==> src/rtl/ssd_display_scheduler_if.sv <==
// Bundle of source words, user controls and display outputs shared between the
// debug sources and the seven-segment display scheduler.
interface ssd_display_scheduler_if;
  logic [3:0]  src_valid;
  logic [31:0] src_data0;
  logic [31:0] src_data1;
  logic [31:0] src_data2;
  logic [31:0] src_data3;
  logic        next_pulse;
  logic        pin_en;
  logic [1:0]  pin_sel;
  logic [31:0] disp_word;
  logic [1:0]  disp_src;
  logic        disp_valid;
  logic [3:0]  src_ack;

  modport master (
    output src_valid, src_data0, src_data1, src_data2, src_data3,
    output next_pulse, pin_en, pin_sel,
    input  disp_word, disp_src, disp_valid, src_ack
  );

  modport slave (
    input  src_valid, src_data0, src_data1, src_data2, src_data3,
    input  next_pulse, pin_en, pin_sel,
    output disp_word, disp_src, disp_valid, src_ack
  );
endinterface

==> src/rtl/ssd_display_scheduler.sv <==
// Round-robin time-sharing of an 8-digit seven-segment display between four
// 32-bit debug sources, with dwell timer, manual advance and pinned mode.
module ssd_display_scheduler #(
  parameter int unsigned DWELL_CYCLES = 100_000_000,
  parameter int unsigned CNT_W        = 27
) (
  input logic                    clk,
  input logic                    rst,
  ssd_display_scheduler_if.slave bus
);
  typedef enum logic [1:0] {IDLE = 2'd0, SHOW = 2'd1, PIN = 2'd2} state_t;

  localparam logic [CNT_W-1:0] LAST = CNT_W'(DWELL_CYCLES - 1);

  state_t           state_q, state_d;
  logic [1:0]       cur_q, cur_d;
  logic [CNT_W-1:0] cnt_q, cnt_d;
  logic [31:0]      word_q, word_d;
  logic             valid_q, valid_d;
  logic [3:0]       ack_q, ack_d;

  logic [31:0] data [4];
  assign data[0] = bus.src_data0;
  assign data[1] = bus.src_data1;
  assign data[2] = bus.src_data2;
  assign data[3] = bus.src_data3;

  // Search from cur+1 upward; iterating downward lets the nearest candidate win,
  // and k=4 wraps onto cur itself so it is only chosen when nothing else is valid.
  logic       hit;
  logic [1:0] hit_idx;
  always_comb begin
    logic [1:0] cand;
    hit     = 1'b0;
    hit_idx = cur_q;
    cand    = cur_q;
    for (int k = 4; k >= 1; k--) begin
      cand = cur_q + 2'(k);
      if (bus.src_valid[cand]) begin
        hit     = 1'b1;
        hit_idx = cand;
      end
    end
  end

  logic advance;
  assign advance = (cnt_q == LAST) || bus.next_pulse;

  logic load;
  always_comb begin
    // NOTE: every signal gets a default before any branch, so no path can leave one unassigned and infer a latch.
    state_d = state_q;
    cur_d   = cur_q;
    cnt_d   = cnt_q;
    word_d  = word_q;
    valid_d = valid_q;
    ack_d   = '0;
    load    = 1'b0;

    if (bus.pin_en) begin
      state_d = PIN;
      cur_d   = bus.pin_sel;
      cnt_d   = '0;
      word_d  = data[bus.pin_sel];
      valid_d = bus.src_valid[bus.pin_sel];
      if (state_q != PIN || bus.pin_sel != cur_q) ack_d = 4'b0001 << bus.pin_sel;
    end else begin
      unique case (state_q)
        IDLE: load = hit;
        SHOW: begin
          if (advance) begin
            load = 1'b1;
          end else begin
            cnt_d = cnt_q + 1'b1;
            if (bus.src_valid[cur_q]) begin
              word_d  = data[cur_q];
              valid_d = 1'b1;
            end else begin
              valid_d = 1'b0;
            end
          end
        end
        PIN: begin
          if (bus.src_valid[cur_q]) begin
            state_d = SHOW;
            cnt_d   = '0;
            word_d  = data[cur_q];
            valid_d = 1'b1;
          end else begin
            load = 1'b1;
          end
        end
        default: state_d = IDLE;
      endcase

      // A requested switch either lands on the search result or falls back to idle.
      if (load) begin
        cnt_d = '0;
        if (hit) begin
          state_d = SHOW;
          cur_d   = hit_idx;
          word_d  = data[hit_idx];
          valid_d = 1'b1;
          ack_d   = 4'b0001 << hit_idx;
        end else begin
          state_d = IDLE;
          word_d  = '0;
          valid_d = 1'b0;
        end
      end
    end
  end

  always_ff @(posedge clk) begin
    // NOTE: non-blocking assignments keep every register reading the pre-edge values regardless of statement order.
    if (rst) begin
      state_q <= IDLE;
      cur_q   <= 2'd3;
      cnt_q   <= '0;
      word_q  <= '0;
      valid_q <= 1'b0;
      ack_q   <= '0;
    end else begin
      state_q <= state_d;
      cur_q   <= cur_d;
      cnt_q   <= cnt_d;
      word_q  <= word_d;
      valid_q <= valid_d;
      ack_q   <= ack_d;
    end
  end

  assign bus.disp_word  = word_q;
  assign bus.disp_src   = cur_q;
  assign bus.disp_valid = valid_q;
  assign bus.src_ack    = ack_q;
endmodule
==> src/flat_wrapper.sv <==
// flat-port wrapper written by rule: the top's interface ports become plain ports
module ssd_display_scheduler_flat 
#(
  parameter int unsigned DWELL_CYCLES = 100_000_000,
  parameter int unsigned CNT_W        = 27
)
  (clk, rst, bus_src_valid, bus_src_data0, bus_src_data1, bus_src_data2, bus_src_data3, bus_next_pulse, bus_pin_en, bus_pin_sel, bus_disp_word, bus_disp_src, bus_disp_valid, bus_src_ack);
  ssd_display_scheduler_if bus_i ();
  input logic clk;
  input logic rst;
  input wire logic [$bits(bus_i.src_valid)-1:0] bus_src_valid;
  input wire logic [$bits(bus_i.src_data0)-1:0] bus_src_data0;
  input wire logic [$bits(bus_i.src_data1)-1:0] bus_src_data1;
  input wire logic [$bits(bus_i.src_data2)-1:0] bus_src_data2;
  input wire logic [$bits(bus_i.src_data3)-1:0] bus_src_data3;
  input wire logic [$bits(bus_i.next_pulse)-1:0] bus_next_pulse;
  input wire logic [$bits(bus_i.pin_en)-1:0] bus_pin_en;
  input wire logic [$bits(bus_i.pin_sel)-1:0] bus_pin_sel;
  output wire logic [$bits(bus_i.disp_word)-1:0] bus_disp_word;
  output wire logic [$bits(bus_i.disp_src)-1:0] bus_disp_src;
  output wire logic [$bits(bus_i.disp_valid)-1:0] bus_disp_valid;
  output wire logic [$bits(bus_i.src_ack)-1:0] bus_src_ack;
  assign bus_i.src_valid = bus_src_valid;
  assign bus_i.src_data0 = bus_src_data0;
  assign bus_i.src_data1 = bus_src_data1;
  assign bus_i.src_data2 = bus_src_data2;
  assign bus_i.src_data3 = bus_src_data3;
  assign bus_i.next_pulse = bus_next_pulse;
  assign bus_i.pin_en = bus_pin_en;
  assign bus_i.pin_sel = bus_pin_sel;
  assign bus_disp_word = bus_i.disp_word;
  assign bus_disp_src = bus_i.disp_src;
  assign bus_disp_valid = bus_i.disp_valid;
  assign bus_src_ack = bus_i.src_ack;
  ssd_display_scheduler #(.DWELL_CYCLES(DWELL_CYCLES), .CNT_W(CNT_W)) u_core (.clk(clk), .rst(rst), .bus(bus_i));
endmodule
==> config.mk <==
export PLATFORM = sky130hd
export DESIGN_NAME = ssd_display_scheduler_flat
export DESIGN_NICKNAME = d
export VERILOG_FILES = /design/src/rtl/ssd_display_scheduler_if.sv /design/src/rtl/ssd_display_scheduler.sv /design/src/flat_wrapper.sv
export SDC_FILE = /design/constraint.sdc
export NUM_CORES = 1
export LEC_CHECK = 0
export ABC_CLOCK_PERIOD_IN_PS = 2450
export CORE_ASPECT_RATIO = 1.25
export CORE_MARGIN = 2
export CORE_UTILIZATION = 55
export DETAILED_ROUTE_END_ITERATION = 10
export DONT_BUFFER_PORTS = 1
export PLACE_DENSITY = 0.73
export SLEW_MARGIN = 20
export SYNTH_ARGS = -nofsm -noshare
export SYNTH_HDL_FRONTEND = slang
export SYNTH_SLANG_ARGS = --single-unit
==> constraint.sdc <==
create_clock -name clk -period 2.45 [get_ports clk]
set_clock_uncertainty 0.1 [all_clocks]
set_input_delay 0.245 -clock clk [delete_from_list [all_inputs] [get_ports clk]]
set_output_delay 0.245 -clock clk [all_outputs]
set_load 0.02 [all_outputs]
==> impl_metrics.json <==
{
  "status": "completed",
  "reg2reg_to": "u_core.bus.disp_valid",
  "placedInstanceArea_mm2": 0.00651,
  "yosys_warnings": 0,
  "crit_chain": "nor4b_2, nand4_1, buf_6, o311ai_0, o22ai_1, a211o_1, a311oi_1",
  "fmax_mhz": 411,
  "power.density_mw_per_mm2": 560,
  "io_buffers": 0,
  "p_switching_mw": 1.37,
  "path_clk_slew_ps": 60,
  "cp_slowest_cell": "o311ai_0",
  "ios": 177,
  "switching_share": 0.337,
  "synth_edf_count": 0,
  "synth_cells": 664,
  "root_buffer": "clkbuf_16",
  "syn_avg_cell_area_um2": 9.26,
  "ys_ff_latch": 68,
  "comb_power_share": 0.334,
  "fin_area_mm2": 0.00726,
  "final-instance-count-excl-fill": 811,
  "r2r-start": "u_core.cnt_q[8]",
  "htreeDepth": 3,
  "dp_cells": 782,
  "cts_buffers": 9,
  "setup_viol": 0,
  "slew_viol_final": 0,
  "ir_worst_vdd_mv": 0.360,
  "hold_start": "bus_pin_en",
  "crit_family": "compound AO/OA/AOI/OAI gates",
  "min_period_ps": 2430,
  "grt_antenna_before_repair": 0,
  "yosys-top-cells-area": "mux4_2, dfxtp_1, mux2i_1",
  "die_h_um": 122,
  "layout_setup_ws_ps": 18.2,
  "synth_common_cells": "nand2_1, dfxtp_1, mux4_2",
  "diodes": 0,
  "fp-row-count": 43,
  "viasPerCell": 7.56,
  "yosysUniqueCellTypes": 55,
  "overflow": 0,
  "vias": 6134,
  "dp_slack_ps": -124,
  "holdPathStages": 2,
  "hold_slack_ps": 16.8,
  "grt_usage": 0.311,
  "synth_top_area_frac": 0.242,
  "cts_num_sinks": 68,
  "gp_congestion": 1.01,
  "drc": 0,
  "cpPeakStageDelay_ps": 470,
  "holdPathEnd": "u_core.bus.disp_word[5]",
  "synth_most_common_cell": "nand2_1",
  "syn_to_final_growth_pct": 18.1,
  "fin_setup_tns_ps": 0,
  "die_w_um": 98.6,
  "slew_headroom": 0.522,
  "crit_path_start_kind": "flip-flop",
  "dr.pass1.iters": 5,
  "wire_per_inst_um": 24.4,
  "cts_tree": "built",
  "initialDrtViolationCount": 448,
  "grt_max_degree": 42,
  "worstMarginPinSlew_ps": 708,
  "p_int_mw": 2.69,
  "maxCapViolCount": 0,
  "ys_seq_area_frac": 0.221,
  "start_util": 0.560,
  "coreArea_mm2": 0.0110,
  "cts_max_path_buffers": 2,
  "leakage_nw": 2.50,
  "pwr-share-seq": 0.337,
  "crit_path_end_kind": "flip-flop",
  "postRouteWirelength_um": 19700,
  "cp_data_arrival_time_ps": 2570,
  "syn_nets": 807,
  "grt_pass1_vias": 6105,
  "drive_above_1_share": 0.275,
  "hold_viol": 0,
  "postSynth.asyncResetShare": 0,
  "grt_first_pass_wirelength_um": 29800,
  "ant_nets": 0,
  "synthFlopType": "dfxtp_1",
  "clockPowerShare": 0.329,
  "cp_max_fo": 7,
  "syn_area_mm2": 0.00615,
  "r2r_slack_ps": 20,
  "hpwl_um": 13000,
  "fillers": 876,
  "critPathRequiredTime_ps": 2590,
  "design.die.area_mm2": 0.0120,
  "critical_path_class": "reg2reg",
  "yosys.area.top_type": "mux4_2",
  "fin_util": 0.661,
  "fin_nets": 814,
  "post-route-period-util": 0.993,
  "crit_buf_inv": 1,
  "min_path_type": "in2reg",
  "clock_latency_ps": 340,
  "rr_worst_depth": 7,
  "p_total_mw": 4.06
}
==> cell type report <==
cell class                 count  area [µm²]  area share
clock buffer                  10         239      0.0329
clock inverter                 6        63.8     0.00879
inverter                       9        33.8     0.00465
multi-input combinational    518        4660       0.642
sequential                    68        1370       0.189
tap                          135         169      0.0233
timing repair buffer          65         721      0.0993
==> flip-flops by register name, summed over array words and instances, names as in the netlist <==
| name | flops |
|---|---|
| u_core.bus.disp_src | 2 |
| u_core.bus.disp_valid | 1 |
| u_core.bus.src_ack | 4 |
| u_core.bus.disp_word | 32 |
| u_core.cnt_q | 27 |
| u_core.state_q | 2 |
==> worst max path at each step <==
stage	endpoint	cells past startpoint	from	slack (ps)
2_1_floorplan	u_core.bus.disp_word[10]	9	u_core.bus.disp_src[1]	-3
3_3_place_gp	u_core.bus.disp_word[30]	8	u_core.cnt_q[10]	-20
3_5_place_dp	u_core.bus.disp_word[23]	8	u_core.cnt_q[10]	-120
4_1_cts	u_core.bus.disp_word[23]	9	u_core.cnt_q[1]	10
5_1_grt	u_core.bus.disp_word[31]	8	u_core.cnt_q[8]	-80
6_report	u_core.bus.disp_valid	7	u_core.cnt_q[8]	20
==> cell usage in the layout (no fill, tap or decap), types with 3 or more instances in the layout <==
| master | n |
|---|---|
| nand2_1 | 79 |
| mux4_2 | 66 |
| dfxtp_1 | 63 |
| a21oi_1 | 45 |
| buf_4 | 38 |
| mux2i_1 | 34 |
| nor2_1 | 33 |
| a221o_1 | 32 |
| o21ai_0 | 31 |
| a311oi_1 | 27 |
| nor4_2 | 17 |
| nor4_1 | 15 |
| nand3_1 | 15 |
| nand4_1 | 13 |
| xnor2_1 | 13 |
| buf_12 | 12 |
| clkbuf_16 | 11 |
| o21ai_1 | 10 |
| xor2_1 | 9 |
| nor3_1 | 9 |
| inv_1 | 8 |
| buf_6 | 8 |
| and3_1 | 7 |
| a311oi_2 | 6 |
| and4_1 | 5 |
| or3_1 | 5 |
| ha_1 | 5 |
| dlygate4sd3_1 | 4 |
| dfxtp_2 | 4 |
| and2_1 | 3 |
==> metal layers <==
layer / GRT usage / part of all wire / up-vias
li1: - / - / 2666
met2: 0.551 / 0.52 / 398
met5: 0 / 0 / -
met4: 0.160 / 0.035 / 0
met1: 0.331 / 0.34 / 2985
met3: 0.0991 / 0.11 / 85
==> logic make-up (layout without fill, tap and decap cells) <==
group / Yosys count / in the layout / share of synthesized area
buf+inv: 78 / 90 / 0.0580
flops: 68 / 68 / 0.221
simple gates: 214 / 214 / 0.170
mux: 101 / 101 / 0.299
fa+ha+maj: 5 / 5 / 0.0102
xor+xnor: 22 / 22 / 0.0313
compound gates: 176 / 176 / 0.210
==> power groups by stage <==
stage | Combinational, mW | Sequential, mW | Clock, mW
after global routing | 1.44 | 1.38 | 1.38
after detailed placement | 1.18 | 1.39 | 0
after global placement | 1.14 | 1.38 | 0
final | 1.36 | 1.37 | 1.34
after floorplan | 0.959 | 1.36 | 0
after CTS | 1.22 | 1.36 | 1.34
==> repair_timing <==
| action | CTS | global route |
|---|---|---|
| hold buffers | 6 | 0 |
| hold endpoints to repair | 41 | 0 |
| pin swaps | 0 | 13 |
| setup endpoints to repair | 35 | 57 |
| resized for setup | 3 | 47 |
| setup buffers | 0 | 3 |
| gates cloned | 0 | 4 |
No activity file was read; power rests on OpenSTA's default activity.
